File: src/rtl/ponylink_traffic_gen.sv
// PonyLink stream traffic generator (up/down counter) and sequence checker with hysteresis mode.
// Define TRAFFIC_PKTCHK_EN to also check rx_tlast placement against RX_PKT_LEN.
`timescale 1ns/1ps
module ponylink_traffic_gen #(
    parameter int TDATA_WIDTH  = 16,
    parameter int TX_UP_STEP   = 2,
    parameter int TX_DOWN_STEP = 5,
    parameter int RX_UP_STEP   = 3,
    parameter int RX_DOWN_STEP = 7,
    parameter logic [TDATA_WIDTH-1:0] LO_THRESH = 'h4000,
    parameter logic [TDATA_WIDTH-1:0] HI_THRESH = 'hc000,
    parameter int TX_PKT_LEN   = 0,
    parameter int RX_PKT_LEN   = 0,
    parameter int ERRCNT_WIDTH = 8
) (
    input  logic                    clk,
    input  logic                    reset,
    input  logic                    enable,
    input  logic                    send_mode,
    output logic [TDATA_WIDTH-1:0]  tx_tdata,
    output logic                    tx_tvalid,
    output logic                    tx_tlast,
    input  logic                    tx_tready,
    input  logic [TDATA_WIDTH-1:0]  rx_tdata,
    input  logic                    rx_tvalid,
    input  logic                    rx_tlast,
    output logic                    rx_tready,
    input  logic                    clear_errors,
    output logic                    recv_mode,
    output logic                    check_locked,
    output logic                    err_flag,
    output logic [ERRCNT_WIDTH-1:0] err_count
);
    localparam int W = TDATA_WIDTH;
    localparam logic [W-1:0] TX_UP   = W'(TX_UP_STEP);
    localparam logic [W-1:0] TX_DOWN = W'(TX_DOWN_STEP);
    localparam logic [W-1:0] RX_UP   = W'(RX_UP_STEP);
    localparam logic [W-1:0] RX_DOWN = W'(RX_DOWN_STEP);
    localparam int TXCW = (TX_PKT_LEN > 1) ? $clog2(TX_PKT_LEN) : 1;
    localparam logic [TXCW-1:0] TX_LAST = TXCW'(TX_PKT_LEN - 1);
    localparam logic [ERRCNT_WIDTH-1:0] ERR_MAX = '1;
    localparam logic [ERRCNT_WIDTH-1:0] ERR_ONE = ERRCNT_WIDTH'(1);

    typedef enum logic {UNLOCKED, LOCKED} state_t;

    logic [W-1:0]    txData_q, txData_d;
    logic            txValid_q, txValid_d;
    logic [TXCW-1:0] txCnt_q, txCnt_d;
    logic            rxReady_q;
    logic            recvMode_q, recvMode_d;
    state_t          state_q, state_d;
    logic [W-1:0]    prev_q, prev_d;
    logic            errFlag_q;
    logic [ERRCNT_WIDTH-1:0] errCount_q, errCount_d;
    logic            txHs, rxHs, dataErr, lastErr, anyErr;

    assign txHs = txValid_q & tx_tready;
    assign rxHs = rx_tvalid & rxReady_q;

    // Valid may only be withdrawn after the current word has been taken.
    always_comb begin
        txValid_d = txValid_q;
        txData_d  = txData_q;
        txCnt_d   = txCnt_q;
        if (!txValid_q) begin
            txValid_d = enable;
        end else if (txHs && !enable) begin
            txValid_d = 1'b0;
        end
        if (txHs) begin
            txData_d = send_mode ? (txData_q - TX_DOWN) : (txData_q + TX_UP);
            if (TX_PKT_LEN != 0) begin
                txCnt_d = (txCnt_q == TX_LAST) ? '0 : (txCnt_q + TXCW'(1));
            end
        end
    end

    always_comb begin
        recvMode_d = recvMode_q;
        state_d    = state_q;
        prev_d     = prev_q;
        dataErr    = 1'b0;
        if (rxHs) begin
            if (rx_tdata < LO_THRESH) begin
                recvMode_d = 1'b0;
            end else if (rx_tdata >= HI_THRESH) begin
                recvMode_d = 1'b1;
            end
            prev_d = rx_tdata;
            if (state_q == UNLOCKED) begin
                state_d = LOCKED;
            end else if ((rx_tdata != prev_q + RX_UP) && (rx_tdata != prev_q - RX_DOWN)) begin
                dataErr = 1'b1;
            end
        end
    end

`ifdef TRAFFIC_PKTCHK_EN
    localparam int RXCW = (RX_PKT_LEN > 1) ? $clog2(RX_PKT_LEN) : 1;
    localparam logic [RXCW-1:0] RX_LAST = RXCW'(RX_PKT_LEN - 1);
    logic [RXCW-1:0] rxCnt_q, rxCnt_d;

    // A misplaced tlast restarts packet framing from the next word.
    always_comb begin
        rxCnt_d = rxCnt_q;
        lastErr = 1'b0;
        if ((RX_PKT_LEN != 0) && rxHs) begin
            if (rx_tlast != (rxCnt_q == RX_LAST)) begin
                lastErr = 1'b1;
                rxCnt_d = '0;
            end else if (rxCnt_q == RX_LAST) begin
                rxCnt_d = '0;
            end else begin
                rxCnt_d = rxCnt_q + RXCW'(1);
            end
        end
    end

    always_ff @(posedge clk or posedge reset) begin
        if (reset) begin
            rxCnt_q <= '0;
        end else begin
            rxCnt_q <= rxCnt_d;
        end
    end
`else
    logic unusedPktChk;
    assign unusedPktChk = rx_tlast ^ (RX_PKT_LEN != 0);
    assign lastErr = 1'b0;
`endif

    assign anyErr = dataErr | lastErr;

    always_comb begin
        errCount_d = errCount_q;
        if (clear_errors) begin
            errCount_d = anyErr ? ERR_ONE : '0;
        end else if (anyErr && (errCount_q != ERR_MAX)) begin
            errCount_d = errCount_q + ERR_ONE;
        end
    end

    always_ff @(posedge clk or posedge reset) begin
        if (reset) begin
            txData_q   <= '0;
            txValid_q  <= 1'b0;
            txCnt_q    <= '0;
            rxReady_q  <= 1'b0;
            recvMode_q <= 1'b0;
            state_q    <= UNLOCKED;
            prev_q     <= '0;
            errFlag_q  <= 1'b0;
            errCount_q <= '0;
        end else begin
            txData_q   <= txData_d;
            txValid_q  <= txValid_d;
            txCnt_q    <= txCnt_d;
            rxReady_q  <= 1'b1;
            recvMode_q <= recvMode_d;
            state_q    <= state_d;
            prev_q     <= prev_d;
            errFlag_q  <= anyErr;
            errCount_q <= errCount_d;
        end
    end

    assign tx_tdata     = txData_q;
    assign tx_tvalid    = txValid_q;
    assign tx_tlast     = (TX_PKT_LEN != 0) && txValid_q && (txCnt_q == TX_LAST);
    assign rx_tready    = rxReady_q;
    assign recv_mode    = recvMode_q;
    assign check_locked = (state_q == LOCKED);
    assign err_flag     = errFlag_q;
    assign err_count    = errCount_q;
endmodule

File: config.mk
export PLATFORM = sky130hd
export DESIGN_NAME = ponylink_traffic_gen
export DESIGN_NICKNAME = d
export VERILOG_FILES = /design/src/rtl/ponylink_traffic_gen.sv
export SDC_FILE = /design/constraint.sdc
export NUM_CORES = 1
export LEC_CHECK = 0
export CELL_PAD_IN_SITES_DETAIL_PLACEMENT = 0
export CELL_PAD_IN_SITES_GLOBAL_PLACEMENT = 1
export CORE_UTILIZATION = 41
export DETAILED_ROUTE_END_ITERATION = 8
export PLACE_DENSITY = 0.84
export SLEW_MARGIN = 15
export SYNTH_ARGS = -nofsm -noshare
export SYNTH_HDL_FRONTEND = slang
export SYNTH_SLANG_ARGS = --single-unit
File: constraint.sdc
create_clock -name clk -period 3.2 [get_ports clk]
set_input_delay 0.64 -clock clk [delete_from_list [all_inputs] [get_ports clk]]
set_output_delay 0.64 -clock clk [all_outputs]
set_load 0.05 [all_outputs]
==> results of run 1 <==
[worst max path at each step]
stage / from / end / slack (ps) / cells after the start
after CTS: rx_tdata[5] / err_count[2]$_DFFE_PP0P_ / 240 / 9
after detailed placement: rx_tdata[5] / err_count[2]$_DFFE_PP0P_ / -80 / 9
after global routing: prev_q[0]$_DFFE_PP0P_ / err_count[5]$_DFFE_PP0P_ / 30 / 9
final: rx_tdata[2] / err_count[2]$_DFFE_PP0P_ / 250 / 10
after floorplan: rx_tdata[3] / err_count[2]$_DFFE_PP0P_ / 440 / 7
after global placement: rx_tdata[5] / err_count[4]$_DFFE_PP0P_ / -50 / 9
[per-layer routing]
layer,track usage,vias to the layer above
li1,-,1464
met1,0.255,1464
met2,0.339,47
met3,0.0390,8
met4,0.0513,0
met5,0,-
[registers in the layout, summed over array words and instances (netlist names)]
name	flops
err_flag	1
err_count	8
check_locked	1
tx_tdata	16
rx_tready	1
tx_tvalid	1
prev_q	16
recv_mode	1
[metrics by stage]
stage	setup TNS, ps	hold slack (ps)	power, µW	util
6_report	0	479	2540	0.527
5_1_grt	0	515	2690	0.527
4_1_cts	0	483	2560	0.527
3_5_place_dp	-346	463	2130	0.514
3_3_place_gp	-206	465	2120	0.514
2_1_floorplan	0	470	1750	-
[cell families (layout without fill, tap and decap cells)]
| logic type | after synthesis | after routing | share of synthesized area |
|---|---|---|---|
| AOI/OAI and AO/OA | 67 | 67 | 0.154 |
| xor gates and xnor gates | 39 | 39 | 0.100 |
| adders and majority gates | 7 | 7 | 0.0256 |
| buffers and inverters | 39 | 90 | 0.0516 |
| DFF | 45 | 45 | 0.330 |
| muxes | 23 | 23 | 0.0743 |
| other | 2 | 2 | 0.00220 |
| and+or+nand+nor | 152 | 152 | 0.263 |
[power by group]
part	switching, µW	internal (µW)
Clock	222	178
Sequential	229	698
Combinational	728	481
Total	1180	1360
[layout by cell type, fill, tap and decap left out, types with 5 or more instances in the layout]
cell type        count
clkdlybuf4s50_1     51
dfrtp_1             45
nand2_1             28
xnor2_1             22
nor3_1              21
xor2_1              17
buf_4               16
mux2_2              15
inv_1               14
nand3_1             14
o21ai_0             13
nor2_1              13
and3_1               9
a21oi_1              9
a31oi_1              8
nor2b_1              8
or3_1                7
ha_1                 7
nand2b_1             6
nor4_1               6
nand4_1              6
clkbuf_8             6
or2_2                5
[area by class of cell]
cell class | instances | area, µm² | share of cell area
tap | 102 | 128 | 0.0307
multi-input combinational | 290 | 2110 | 0.509
timing repair buffer | 67 | 631 | 0.152
inverter | 15 | 56.3 | 0.0136
sequential | 45 | 1130 | 0.271
clock inverter | 2 | 16.3 | 0.00392
clock buffer | 6 | 82.6 | 0.0199
==> impl_results.md, run 1 <==
* Maximum clock rate at 339 MHz
* First-pass GRT wire length at 14,000 µm
* Drt drc at 0
* Commonest cells post-synth: dfrtp_1, nand2_1, xnor2_1
* # rows at 32
* Metal2 WL at 3890 µm
* CP Cell Sequence: clkdlybuf4s50_1 > xor2_1 > and2_1 > o31ai_1 > o2111ai_1 > a211o_1 > a2111oi_4 > buf_4 > nor3_1 > mux2_1
* Post-Syn Area per Cell at 9.14 µm²
* Critical path class: input port to flop
* Top_reg_cell synth: dfrtp_1
* Total Wirelength at 8070 µm
* Flop2flop setup slack at 260 ps
* Measured slew at the worst slew-check pin at 864 ps
* Synth-to-layout area growth at 21.6%
* Vias per cell at 5.66
* Share of cells above drive strength 1 at 0.141
* Cell area after layout at 4150 µm²
* TritonRoute pass-1 iters at 4
* Synthesized area at 3420 µm²
* Final Hold Violating Endpoints at 0
* Area of the core at 7890 µm²
* Routability congestion estimate from global placement at 0.850
* Post-cts sizing count at 0
* Num ports at 54
* Netlist cell types at 66
* CTS tree: done
* Placed inst area at 4060 µm²
* Layout Skew at 9.91 ps
* Detailed Place HPWL at 5810 µm
* H-tree depth at 2
* Vias in the first global route at 2,980
* HP Class: flop to flop
* Worst vdd ir at 0.000532 V
* GRT Residual Overflow at 0
* Num CTS Buffers at 5
* Outcome: finished, final reports clean
* Yosys warning total at 0
* Post-Synthesis Cells at 374
* Critical Path Sink Type: flop
* Metal3 WL at 222 µm
* Fillers at 729
* Nets at 455
* Initial DRC count at 118
* CTS Hold Bufs at 0
* Buffers plus inverters on the worst setup path at 2
* Die Width at 93.3 µm
* Initial antenna violation count at 0
* Clock root cell: clkbuf_8
* Die H at 93.3 µm
* Cell family with most CP delay: compound AO/OA/AOI/OAI gates
* Syn Nets at 405
* FF-to-FF End: err_count[7]$_DFFE_PP0P_
* Slew HR at 0.423
* Minimum clock period at 2950 ps
* Yosys reg bits at 45
* Critical R2R Launch: prev_q[4]$_DFFE_PP0P_
* WHS Endpoint: tx_tdata[15]$_DFFE_PP0P_
* # diodes at 0
* Hold depth at 1
* Worst skew pair latency at 310 ps
* Setup slack at placement at -84.7 ps
* PD cells at 611 nW/µm²
* Post-Layout Cell Count at 527
* Clk buf depth at 2
* Final setup viols at 0
* Synth top area share at 0.330
* Setup crit start kind: input port
* Slew Viols, Final at 0
* Hold_sp: tx_tdata[15]$_DFFE_PP0P_
* Worst Path Arrival at 3140 ps
* Starting density of the core at 0.433
* Dpl cells at 519
* Critical Path Slowest Stage Cell: clkdlybuf4s50_1
* Ranking of synthesized cells by area: dfrtp_1, xnor2_1, mux2_2, xor2_1, nand2_1
* Highest metal layer with signal wires: met4
* Worst Path Required at 3400 ps
* Area leader, netlist: dfrtp_1
* Critical path fanouts, max at 8
* Worst Setup Slack, final at 253 ps
* Async SR Flop Fraction at 1.00
* Leak at 0.00164 µW
* Largest net degree at the start of global routing at 46
* EDFF count, synth at 0
* DIE AREA at 8700 µm²
* Metal-1 WL at 3860 µm
* RSZ-0062 raised after global routing: no
* Clock transition at path regs at 100 ps
* Reg2reg path depth at 8
* Most frequent cell after synthesis: dfrtp_1
* DR WL/cell at 15.3 µm
* Clk sink count at 45
* Post-synthesis sequential area ratio at 0.330
* All-layer global routing usage at 0.198
* Port Buf Inserts at 51
* Via count at 2,983
* Crit path largest cell delay at 490 ps
* # Max-Cap Violations at 0
* Post-CTS setup buffers at 0
* DRT antenna net count at 0
* Final period utilization at 0.921
Note: power is estimated with default switching activity, not from simulation.
==> run 2: changes to the inputs <==
Settings changed: HOLD_SLACK_MARGIN set to 0.12.
==> results of run 2 <==
No change in the layout: final DEF, timing and power equal those of run 1.
